File: config.mk
export PLATFORM = sky130hd
export DESIGN_NAME = uart_rx_word
export DESIGN_NICKNAME = d
export VERILOG_FILES = /design/src/rtl/fpu_uart_pkg.sv /design/src/rtl/uart_rx_byte.sv /design/src/rtl/uart_rx_word.sv
export SDC_FILE = /design/constraint.sdc
export NUM_CORES = 1
export LEC_CHECK = 0
export ABC_AREA = 1
export BUFFER_PORTS_ARGS = -buffer_cell sky130_fd_sc_hd__buf_2
export CORE_MARGIN = 8
export CORE_UTILIZATION = 54
export CTS_BUF_LIST = sky130_fd_sc_hd__clkbuf_16
export DETAILED_ROUTE_END_ITERATION = 10
export PLACE_DENSITY_LB_ADDON = 0.15
export SKIP_CTS_REPAIR_TIMING = 1
export SYNTH_ARGS = -nofsm -noshare
export SYNTH_HDL_FRONTEND = slang
export SYNTH_SLANG_ARGS = --single-unit
File: constraint.sdc
create_clock -name clk -period 2 [get_ports clk]
set_input_delay 0.4 -clock clk [delete_from_list [all_inputs] [get_ports clk]]
set_output_delay 0.4 -clock clk [all_outputs]
set_load 0.005 [all_outputs]
File: src/rtl/fpu_uart_pkg.sv
// rtl/fpu_uart_pkg.sv - shared types and constants for the FPU UART front end
package fpu_uart_pkg;

    typedef enum logic [1:0] {
        IDLE  = 2'd0,
        START = 2'd1,
        DATA  = 2'd2,
        STOP  = 2'd3
    } rx_state_t;

    localparam int DEFAULT_CLKS_PER_BIT = 348;
    localparam int CPB_MIN              = 2;

endpackage

File: src/rtl/uart_rx_byte.sv
// rtl/uart_rx_byte.sv - 8N1 receiver: synchroniser, bit FSM and shift register
module uart_rx_byte
    import fpu_uart_pkg::*;
#(
    parameter int DATA_BITS   = 8,
    parameter int CPB_W       = 16,
    parameter int SYNC_STAGES = 2
) (
    input  logic                 clk,
    input  logic                 rst,
    input  logic [CPB_W-1:0]     i_clks_per_bit,
    input  logic                 i_rx,
    output logic [DATA_BITS-1:0] o_byte,
    output logic                 o_byte_valid,
    output logic                 o_frame_err,
    output logic                 o_busy,
    output logic                 o_stop_ok,
    output logic                 o_stop_err,
    output logic [DATA_BITS-1:0] o_shift
);

    localparam int IDX_W = (DATA_BITS > 1) ? $clog2(DATA_BITS) : 1;

    logic [SYNC_STAGES-1:0] r_sync;
    rx_state_t              r_state;
    logic [CPB_W-1:0]       r_cnt;
    logic [CPB_W-1:0]       r_cpb;
    logic [IDX_W-1:0]       r_bit_idx;
    logic [DATA_BITS-1:0]   r_shift;

    logic                   w_rx_s;
    logic [CPB_W-1:0]       w_cpb_in;
    logic                   w_half_hit;
    logic                   w_bit_hit;

    assign w_rx_s     = r_sync[SYNC_STAGES-1];
    assign w_cpb_in   = (i_clks_per_bit < CPB_W'(CPB_MIN)) ? CPB_W'(CPB_MIN) : i_clks_per_bit;
    assign w_half_hit = (r_cnt == (r_cpb >> 1) - CPB_W'(1));
    assign w_bit_hit  = (r_cnt == r_cpb - CPB_W'(1));

    // Combinational stop-bit strobes let the word stage update on the same edge as o_byte.
    assign o_stop_ok  = (r_state == STOP) && w_bit_hit && w_rx_s;
    assign o_stop_err = (r_state == STOP) && w_bit_hit && !w_rx_s;
    assign o_shift    = r_shift;
    assign o_busy     = (r_state != IDLE);

    always_ff @(posedge clk) begin
        if (rst) begin
            r_sync <= '1;
        end else begin
            r_sync <= {r_sync[SYNC_STAGES-2:0], i_rx};
        end
    end

    always_ff @(posedge clk) begin
        if (rst) begin
            r_state      <= IDLE;
            r_cnt        <= '0;
            r_cpb        <= CPB_W'(CPB_MIN);
            r_bit_idx    <= '0;
            r_shift      <= '0;
            o_byte       <= '0;
            o_byte_valid <= 1'b0;
            o_frame_err  <= 1'b0;
        end else begin
            o_byte_valid <= 1'b0;
            o_frame_err  <= 1'b0;
            case (r_state)
                IDLE: begin
                    if (!w_rx_s) begin
                        r_cpb   <= w_cpb_in;
                        r_cnt   <= '0;
                        r_state <= START;
                    end
                end
                START: begin
                    if (w_half_hit) begin
                        r_cnt     <= '0;
                        r_bit_idx <= '0;
                        r_state   <= w_rx_s ? IDLE : DATA;
                    end else begin
                        r_cnt <= r_cnt + CPB_W'(1);
                    end
                end
                DATA: begin
                    if (w_bit_hit) begin
                        r_cnt              <= '0;
                        r_shift[r_bit_idx] <= w_rx_s;
                        if (r_bit_idx == IDX_W'(DATA_BITS - 1)) begin
                            r_state <= STOP;
                        end else begin
                            r_bit_idx <= r_bit_idx + IDX_W'(1);
                        end
                    end else begin
                        r_cnt <= r_cnt + CPB_W'(1);
                    end
                end
                STOP: begin
                    if (w_bit_hit) begin
                        r_cnt <= '0;
                        if (w_rx_s) begin
                            o_byte       <= r_shift;
                            o_byte_valid <= 1'b1;
                        end else begin
                            o_frame_err <= 1'b1;
                        end
                        r_state <= IDLE;
                    end else begin
                        r_cnt <= r_cnt + CPB_W'(1);
                    end
                end
                default: r_state <= IDLE;
            endcase
        end
    end

endmodule

File: src/rtl/uart_rx_word.sv
// rtl/uart_rx_word.sv - pairs received UART bytes into 16-bit FPU words
module uart_rx_word
    import fpu_uart_pkg::*;
#(
    parameter int DATA_BITS   = 8,
    parameter int CPB_W       = 16,
    parameter int SYNC_STAGES = 2
) (
    input  logic                 clk,
    input  logic                 rst,
    input  logic [CPB_W-1:0]     CLKS_PER_BIT,
    input  logic                 r_Rx_Serial,
    input  logic                 i_word_clear,
    output logic [DATA_BITS-1:0] o_byte,
    output logic                 o_byte_valid,
    output logic [15:0]          o_word,
    output logic                 o_word_valid,
    output logic                 o_frame_err,
    output logic                 o_busy
);

    logic                 w_stop_ok;
    logic                 w_stop_err;
    logic [DATA_BITS-1:0] w_shift;
    logic                 r_half;
    logic [DATA_BITS-1:0] r_low;

    uart_rx_byte #(
        .DATA_BITS   (DATA_BITS),
        .CPB_W       (CPB_W),
        .SYNC_STAGES (SYNC_STAGES)
    ) u_rx_byte (
        .clk            (clk),
        .rst            (rst),
        .i_clks_per_bit (CLKS_PER_BIT),
        .i_rx           (r_Rx_Serial),
        .o_byte         (o_byte),
        .o_byte_valid   (o_byte_valid),
        .o_frame_err    (o_frame_err),
        .o_busy         (o_busy),
        .o_stop_ok      (w_stop_ok),
        .o_stop_err     (w_stop_err),
        .o_shift        (w_shift)
    );

    // A clear or a framing error both drop any held low byte; clear wins over a completing byte.
    always_ff @(posedge clk) begin
        if (rst) begin
            r_half       <= 1'b0;
            r_low        <= '0;
            o_word       <= '0;
            o_word_valid <= 1'b0;
        end else begin
            o_word_valid <= 1'b0;
            if (i_word_clear || w_stop_err) begin
                r_half <= 1'b0;
            end else if (w_stop_ok) begin
                if (!r_half) begin
                    r_low  <= w_shift;
                    r_half <= 1'b1;
                end else begin
                    o_word       <= 16'({w_shift, r_low});
                    o_word_valid <= 1'b1;
                    r_half       <= 1'b0;
                end
            end
        end
    end

endmodule

# After elaboration in Yosys (flattened, before gate mapping)
# Index checks and enable logic that the tools add are counted.
[classes]
bitwise = 6
n_reduce_logical = 20
n_eq_ne = 12
n_lt_le_gt_ge = 3
n_mux = 23
addsub = 4
[ops]
columns = ["operator", "count"]
rows = [
  ["two-way mux 16 bit", 4],
  ["case mux 16 bit (3 select lines)", 1],
  ["equality test 16 bit", 2],
  ["adder 16 x 1 -> 16 bit, second input constant", 1],
  ["less-than comparator 16 x 2 -> 1 bit, second input constant", 1],
  ["subtractor 15 x 1 -> 16 bit, second input constant", 1],
  ["subtractor 16 x 1 -> 16 bit, second input constant", 1],
  ["two-way mux 2 bit", 6],
  ["two-way mux 3 bit", 3],
  ["AND reduction 3 bit", 3],
  ["bitwise mux 8 bit", 1],
  ["!= test 2 x 1 -> 1 bit, second input constant", 4],
  ["case mux 2 bit (4 select lines)", 1],
  ["NOT 1 bit", 6],
  ["case mux 3 bit (2 select lines)", 1],
  ["OR reduction 3 bit", 2],
  ["two-way mux 1 bit", 5],
  ["AND reduction 5 bit", 1],
  ["equality test 2 bit, second input constant", 2],
  ["logical AND 1 bit", 4],
  ["less-than comparator 3 x 4 -> 1 bit, second input constant", 1],
  ["!= test 2 bit, second input constant", 2],
  ["AND reduction 2 bit", 2],
  ["AND reduction 4 bit", 1],
  ["other kinds (10)", 12],
]
[totals]
register_bits = 83
output_inout_bits = 28
word_cells = 81

# Longest topological paths before layout
[depth]
ltp_word = 7
depth_mapped = 19
depth_no_buf = 18

# Hierarchy
# Synthesis repeated with hierarchy kept, for this count alone.
[hier_totals]
hier_cells = 789
area_unflattened_um2 = 5196.2
[by_module_without_submodules]
columns = ["mod", "cells_each", "area_each_um2", "n_inst", "seq_area_each_um2"]
rows = [
  ["uart_rx_byte", 629, 4082.7, 1, 1141.1],
  ["uart_rx_word", 160, 1113.6, 1, 520.5],
]

# Worst setup path after synthesis
# Ideal clock, no wire load.
[synth_path]
kind = "reg2reg"
from = "register u_rx_byte.r_cpb[1]"
to = "register o_word[11]"
setup_ns = 0.113
synth_period_minus_slack_ns = 2.174
path_buffers = 1
slack_ns = -0.174
t_required_ns = 1.887
stages_incl_launch_ff = 17
t_arrival_ns = 2.061
path_cell_list = "dfxtp_1 inv_1 ha_1 nand2_1 nor2_1 nand2_1 nand2_1 nand3_1 nor2_2 nand2_1 nor2_4 nand4_4 nor2_4 nand2_4 buf_6 o21ai_1 nor2_1"
[synth_via]
elab_chain_cells = 7
[synth_lines]
columns = ["element", "line_no", "source"]
rows = [
  ["start: declaration", "uart_rx_byte.sv:27", "logic [CPB_W-1:0] r_cpb;"],
  ["start signal: assignment", "uart_rx_byte.sv:59", "r_cpb <= CPB_W'(CPB_MIN);"],
  ["start signal: assignment", "uart_rx_byte.sv:71", "r_cpb <= w_cpb_in;"],
  ["subtractor 16 x 1 -> 16 bit (*)", "uart_rx_byte.sv:39", "assign w_bit_hit = (r_cnt == r_cpb - CPB_W'(1));"],
  ["equality test 16 bit (*)", "uart_rx_byte.sv:39", ""],
  ["logical AND 1 bit (*)", "uart_rx_byte.sv:42, uart_rx_byte.sv:43", ""],
  ["logical AND 1 bit", "uart_rx_byte.sv:43", "assign o_stop_err = (r_state == STOP) && w_bit_hit && !w_rx_s;"],
  ["logical OR 1 bit", "uart_rx_word.sv:55", "if (i_word_clear || w_stop_err) begin"],
  ["NOT 1 bit (no source line)", "-", ""],
  ["AND reduction 3 bit (no source line) (*)", "-", ""],
  ["end signal: assignment", "uart_rx_word.sv:62", "o_word <= 16'({w_shift, r_low});"],
  ["end: declaration", "uart_rx_word.sv:16", "output logic [15:0] o_word,"],
]
# Every way passes the cells marked *; elsewhere a longest branch is shown, timed or not.
# A chain may end at the register's enable or synchronous reset.

# Final worst setup path
[layout_path]
from = "register u_rx_byte.r_cpb[2]"
to = "register u_rx_byte.r_shift[5] (netlist: u_rx_byte.o_shift[5])"
[layout_via]
elab_chain_cells = 3
[layout_lines]
columns = ["element", "line_no", "source"]
rows = [
  ["subtractor 16 x 1 -> 16 bit", "uart_rx_byte.sv:39", ""],
  ["equality test 16 bit", "uart_rx_byte.sv:39", ""],
  ["AND reduction 2 bit (no source line)", "-", ""],
  ["end signal: indexed assignment", "uart_rx_byte.sv:88", "r_shift[r_bit_idx] <= w_rx_s;"],
  ["end: declaration", "uart_rx_byte.sv:29", "logic [DATA_BITS-1:0] r_shift;"],
]
# No other way between the ends.

==> impl_summary.log <==
[metrics] count of routing violations after the opening detailed-route iteration: 326
[metrics] pin count of the biggest net entering global routing: between 60 and 70
[metrics] most area-consuming cells after synthesis: dfxtp_1 (33%), nand2_1 (15%), nor2_1 (8.7%)
[metrics] Sequential cell area: ~0.0017 mm2
[metrics] tightest slew margin relative to the limit: 0.492
[metrics] Unique masters post-synth: 35
[metrics] Clk network pwr share: 0.371
[metrics] pins over their slew limit: 0
[metrics] cell internal power dissipation: 3.11 mW
[metrics] relative contribution of combinational cells to total power: 0.240
[metrics] clock network latency to the later pin of the worst-skew pair: 0.34 ns
[metrics] Yosys reg bits: a little over 80
[metrics] status: complete, but fails checks
[metrics] arrival time at the worst endpoint: 2.62 ns
[metrics] multi-input gate area in the final layout: 0.00320 mm2
[metrics] critical path required time: 2.28 ns
[metrics] class of the worst hold path: in2reg
[metrics] height of the chip: 113 um
[metrics] post-synthesis async set-or-reset flop share: 0
[metrics] clk buf depth: 2
[metrics] number of cells on the worst hold path: 2
[metrics] number of antenna violations at the first check in global routing: 0
[metrics] initial core utilization: 0.553
[metrics] area added between synthesis and finish: 34.1%
[metrics] critical path launch point type: flop
[metrics] wire length of the first global-routing pass: around 24000 um
[metrics] drt drc: 0
[metrics] clock tree from TritonCTS: built
[metrics] Gate Count Post-Synth: 795
[metrics] routed wire length per instance: 14.2 um
[metrics] CTS clock-pin slew for the worst setup and hold paths: 0.06 ns
[metrics] library cell occupying the most area in the post-synthesis netlist: dfxtp_1
[metrics] worst vdd ir: 0.393 mV
[metrics] metal3 WL: 749 um
[metrics] fin nets: 950
[metrics] Detailed Route WL: 14800 um
[metrics] first-pass iteration count of the detailed router: 5
[metrics] count leader, synth: nand2_1
[metrics] fill cell total of the finished layout: 738
[metrics] area of the die: between 0.01 and 0.015 mm2
[metrics] Core Footprint: 0.00920 mm2
[metrics] switching part of the total power: 0.315
[metrics] M1 wire length: about 6900 um
[metrics] top-area cell type share of the netlist area: 0.327
[metrics] number of diodes: 0
[metrics] antenna viol nets, final: 0
[metrics] via count of the first global-routing pass: 5094
[metrics] Synth Warn #: 0
[metrics] final standard cell utilization of the core: 0.742
[metrics] clock sinks: 83
[metrics] worst r2r path cells: 15
[metrics] leading post-synthesis cells by instance count: nand2_1 (202), nor2_1 (118), inv_1 (95)
[metrics] clock period minus worst slack: between 2 and 2.5 ns
[metrics] total vias in the final route: 5355
[metrics] Syn Area/Cell: about 6.4 um2
[metrics] half-perimeter wire length after placement: 10700 um
[metrics] number of synthesized flops with an enable pin: 0
[metrics] leakage power of the design: ~3.4 nW
[metrics] synthesized net count: 820
[metrics] CP Capture Type: flop
[metrics] Cell Area, Synth: 0.00509 mm2
[metrics] cell row count: 35
[metrics] violations in the final reports: negative setup slack
[metrics] final period utilization: 1.17
[metrics] clock buffer count from CTS: 9
[metrics] summed area of non-filler cells in the final layout: 0.00682 mm2
[metrics] Die X-Extent: 113 um
[metrics] number of endpoints failing setup at the final stage: 65
[metrics] # H-tree levels: 3
[metrics] number of input and output port buffers inserted: 47
[metrics] per-cell via count in the routed design: 5.14
[metrics] worst-path fanout max: 6
[metrics] slew of the pin with the lowest slew margin: roughly 0.76 ns
[metrics] RSZ-0062 raised after global routing: true
[metrics] last weighted congestion value of the routability-driven placer: 0.933
[metrics] skew final: 0.00672 ns
[metrics] maxcap violations: 0
[metrics] gr ovfl total: 0
[metrics] Seq/Total Area, Yosys: 0.327
[metrics] total placed instance area: 0.00602 mm2
[metrics] CTS root buf: clkbuf_16
[metrics] detailed-routed wire length on met2: 6850 um
[metrics] start-to-end type of the worst setup path: reg2reg
[metrics] power per cell area: 665 mW/mm2
[metrics] I/O Pins: 48
[metrics] number of failing hold endpoints at the final stage: 0
[metrics] uppermost metal layer occupied by signal nets: met4
[metrics] max frequency: 427 MHz
[metrics] switching pwr: approximately 1.4 mW
[metrics] Worst Setup Slack, final: -0.342 ns
[metrics] sequential power share: 0.388
[metrics] proportion of layout cells with a drive suffix above 1: 0.320
[metrics] dominant synthesized flop cell: dfxtp_1
[metrics] global routing usage summed across all routing layers: 0.225
## kinds of logic after synthesis
logic type | share of synthesized area
XOR/XNOR | 0.0548
adder cells (fa/ha/maj) | 0.0123
AO/OA/AOI/OAI | 0.0863
flip-flops | 0.327
buffers and inverters | 0.111
AND/OR/NAND/NOR | 0.409
## cell type report
type                       count  area share
clock inverter                 7      0.0112
sequential                    83       0.246
clock buffer                   9      0.0330
timing repair buffer         146       0.158
tap                          111      0.0204
inverter                     110      0.0620
multi-input combinational    575       0.469
## worst paths after layout
| check | start | to | slack [ns] |
|---|---|---|---|
| min | r_Rx_Serial | u_rx_byte.r_sync[0] | 0.24 |
| max reg2reg | u_rx_byte.r_cpb[2] | u_rx_byte.o_shift[5] | -0.34 |
| min reg2reg | u_rx_byte.r_sync[0] | u_rx_byte.r_sync[1] | 0.42 |
| max | u_rx_byte.r_cpb[2] | u_rx_byte.o_shift[5] | -0.34 |
## metrics by stage
stage          hold WS, ns  instances  setup WS, ns  total power [mW]  setup TNS (ns)
6_report             0.244       1041        -0.342              4.54          -15.40
2_1_floorplan        0.389        795       -0.0172              2.38         -0.0246
3_5_place_dp         0.405       1006        -0.345              2.69          -15.44
5_1_grt              0.246       1041        -0.491              4.74          -22.76
3_3_place_gp         0.393       1006        -0.303              2.67          -13.11
4_1_cts              0.248       1022        -0.388              4.36          -17.52
## cells in the final DEF (no fill, tap or decap), types with 14 or more instances in the layout
master,n
buf_4,88
nand3_1,37
nor2_4,23
a21oi_1,21
xor2_1,17
inv_1,89
nand4_1,23
nor2_1,100
inv_2,14
buf_2,47
nand2_1,179
dfxtp_1,74
o21ai_0,27
o21ai_1,22
nand2_2,32
## power by group through the flow
stage          registers, mW  clock network [mW]  logic (mW)
3_3_place_gp            1.79                   0       0.873
2_1_floorplan           1.78                   0       0.600
6_report                1.76                1.69        1.09
4_1_cts                 1.76                1.71       0.899
5_1_grt                 1.77                1.78        1.19
3_5_place_dp            1.79                   0       0.893
## metal layers
layer,global-route usage,vias to the layer above
li1,-,2763
met1,0.290,2424
met2,0.365,133
met3,0.0463,35
met4,0.0782,0
met5,0,-
## critical path, cell delays in order (launching register included)
cell      delay, ns
dfxtp_4        0.37
inv_4          0.06
ha_4           0.19
nand2_4        0.09
nor2_4         0.14
nand2_2        0.10
o21bai_2       0.19
nand3_2        0.15
inv_2          0.10
nand3_2        0.09
nor2_4         0.22
buf_4          0.17
nand3_4        0.09
o21ai_1        0.15
nand2_1        0.07
nor2_1         0.09
## flip-flops by register name, summed over array words and instances, names as in the netlist, named ones only
| name | flops |
|---|---|
| o_word | 16 |
| o_word_valid | 1 |
| r_half | 1 |
| r_low | 8 |
| u_rx_byte.o_byte | 8 |
| u_rx_byte.o_byte_valid | 1 |
| u_rx_byte.o_frame_err | 1 |
| u_rx_byte.o_shift | 8 |
| u_rx_byte.r_bit_idx | 3 |
| u_rx_byte.r_cnt | 16 |
| u_rx_byte.r_cpb | 16 |
| u_rx_byte.r_state | 1 |
| u_rx_byte.r_sync | 2 |
Power figures use the tool's default switching activity.
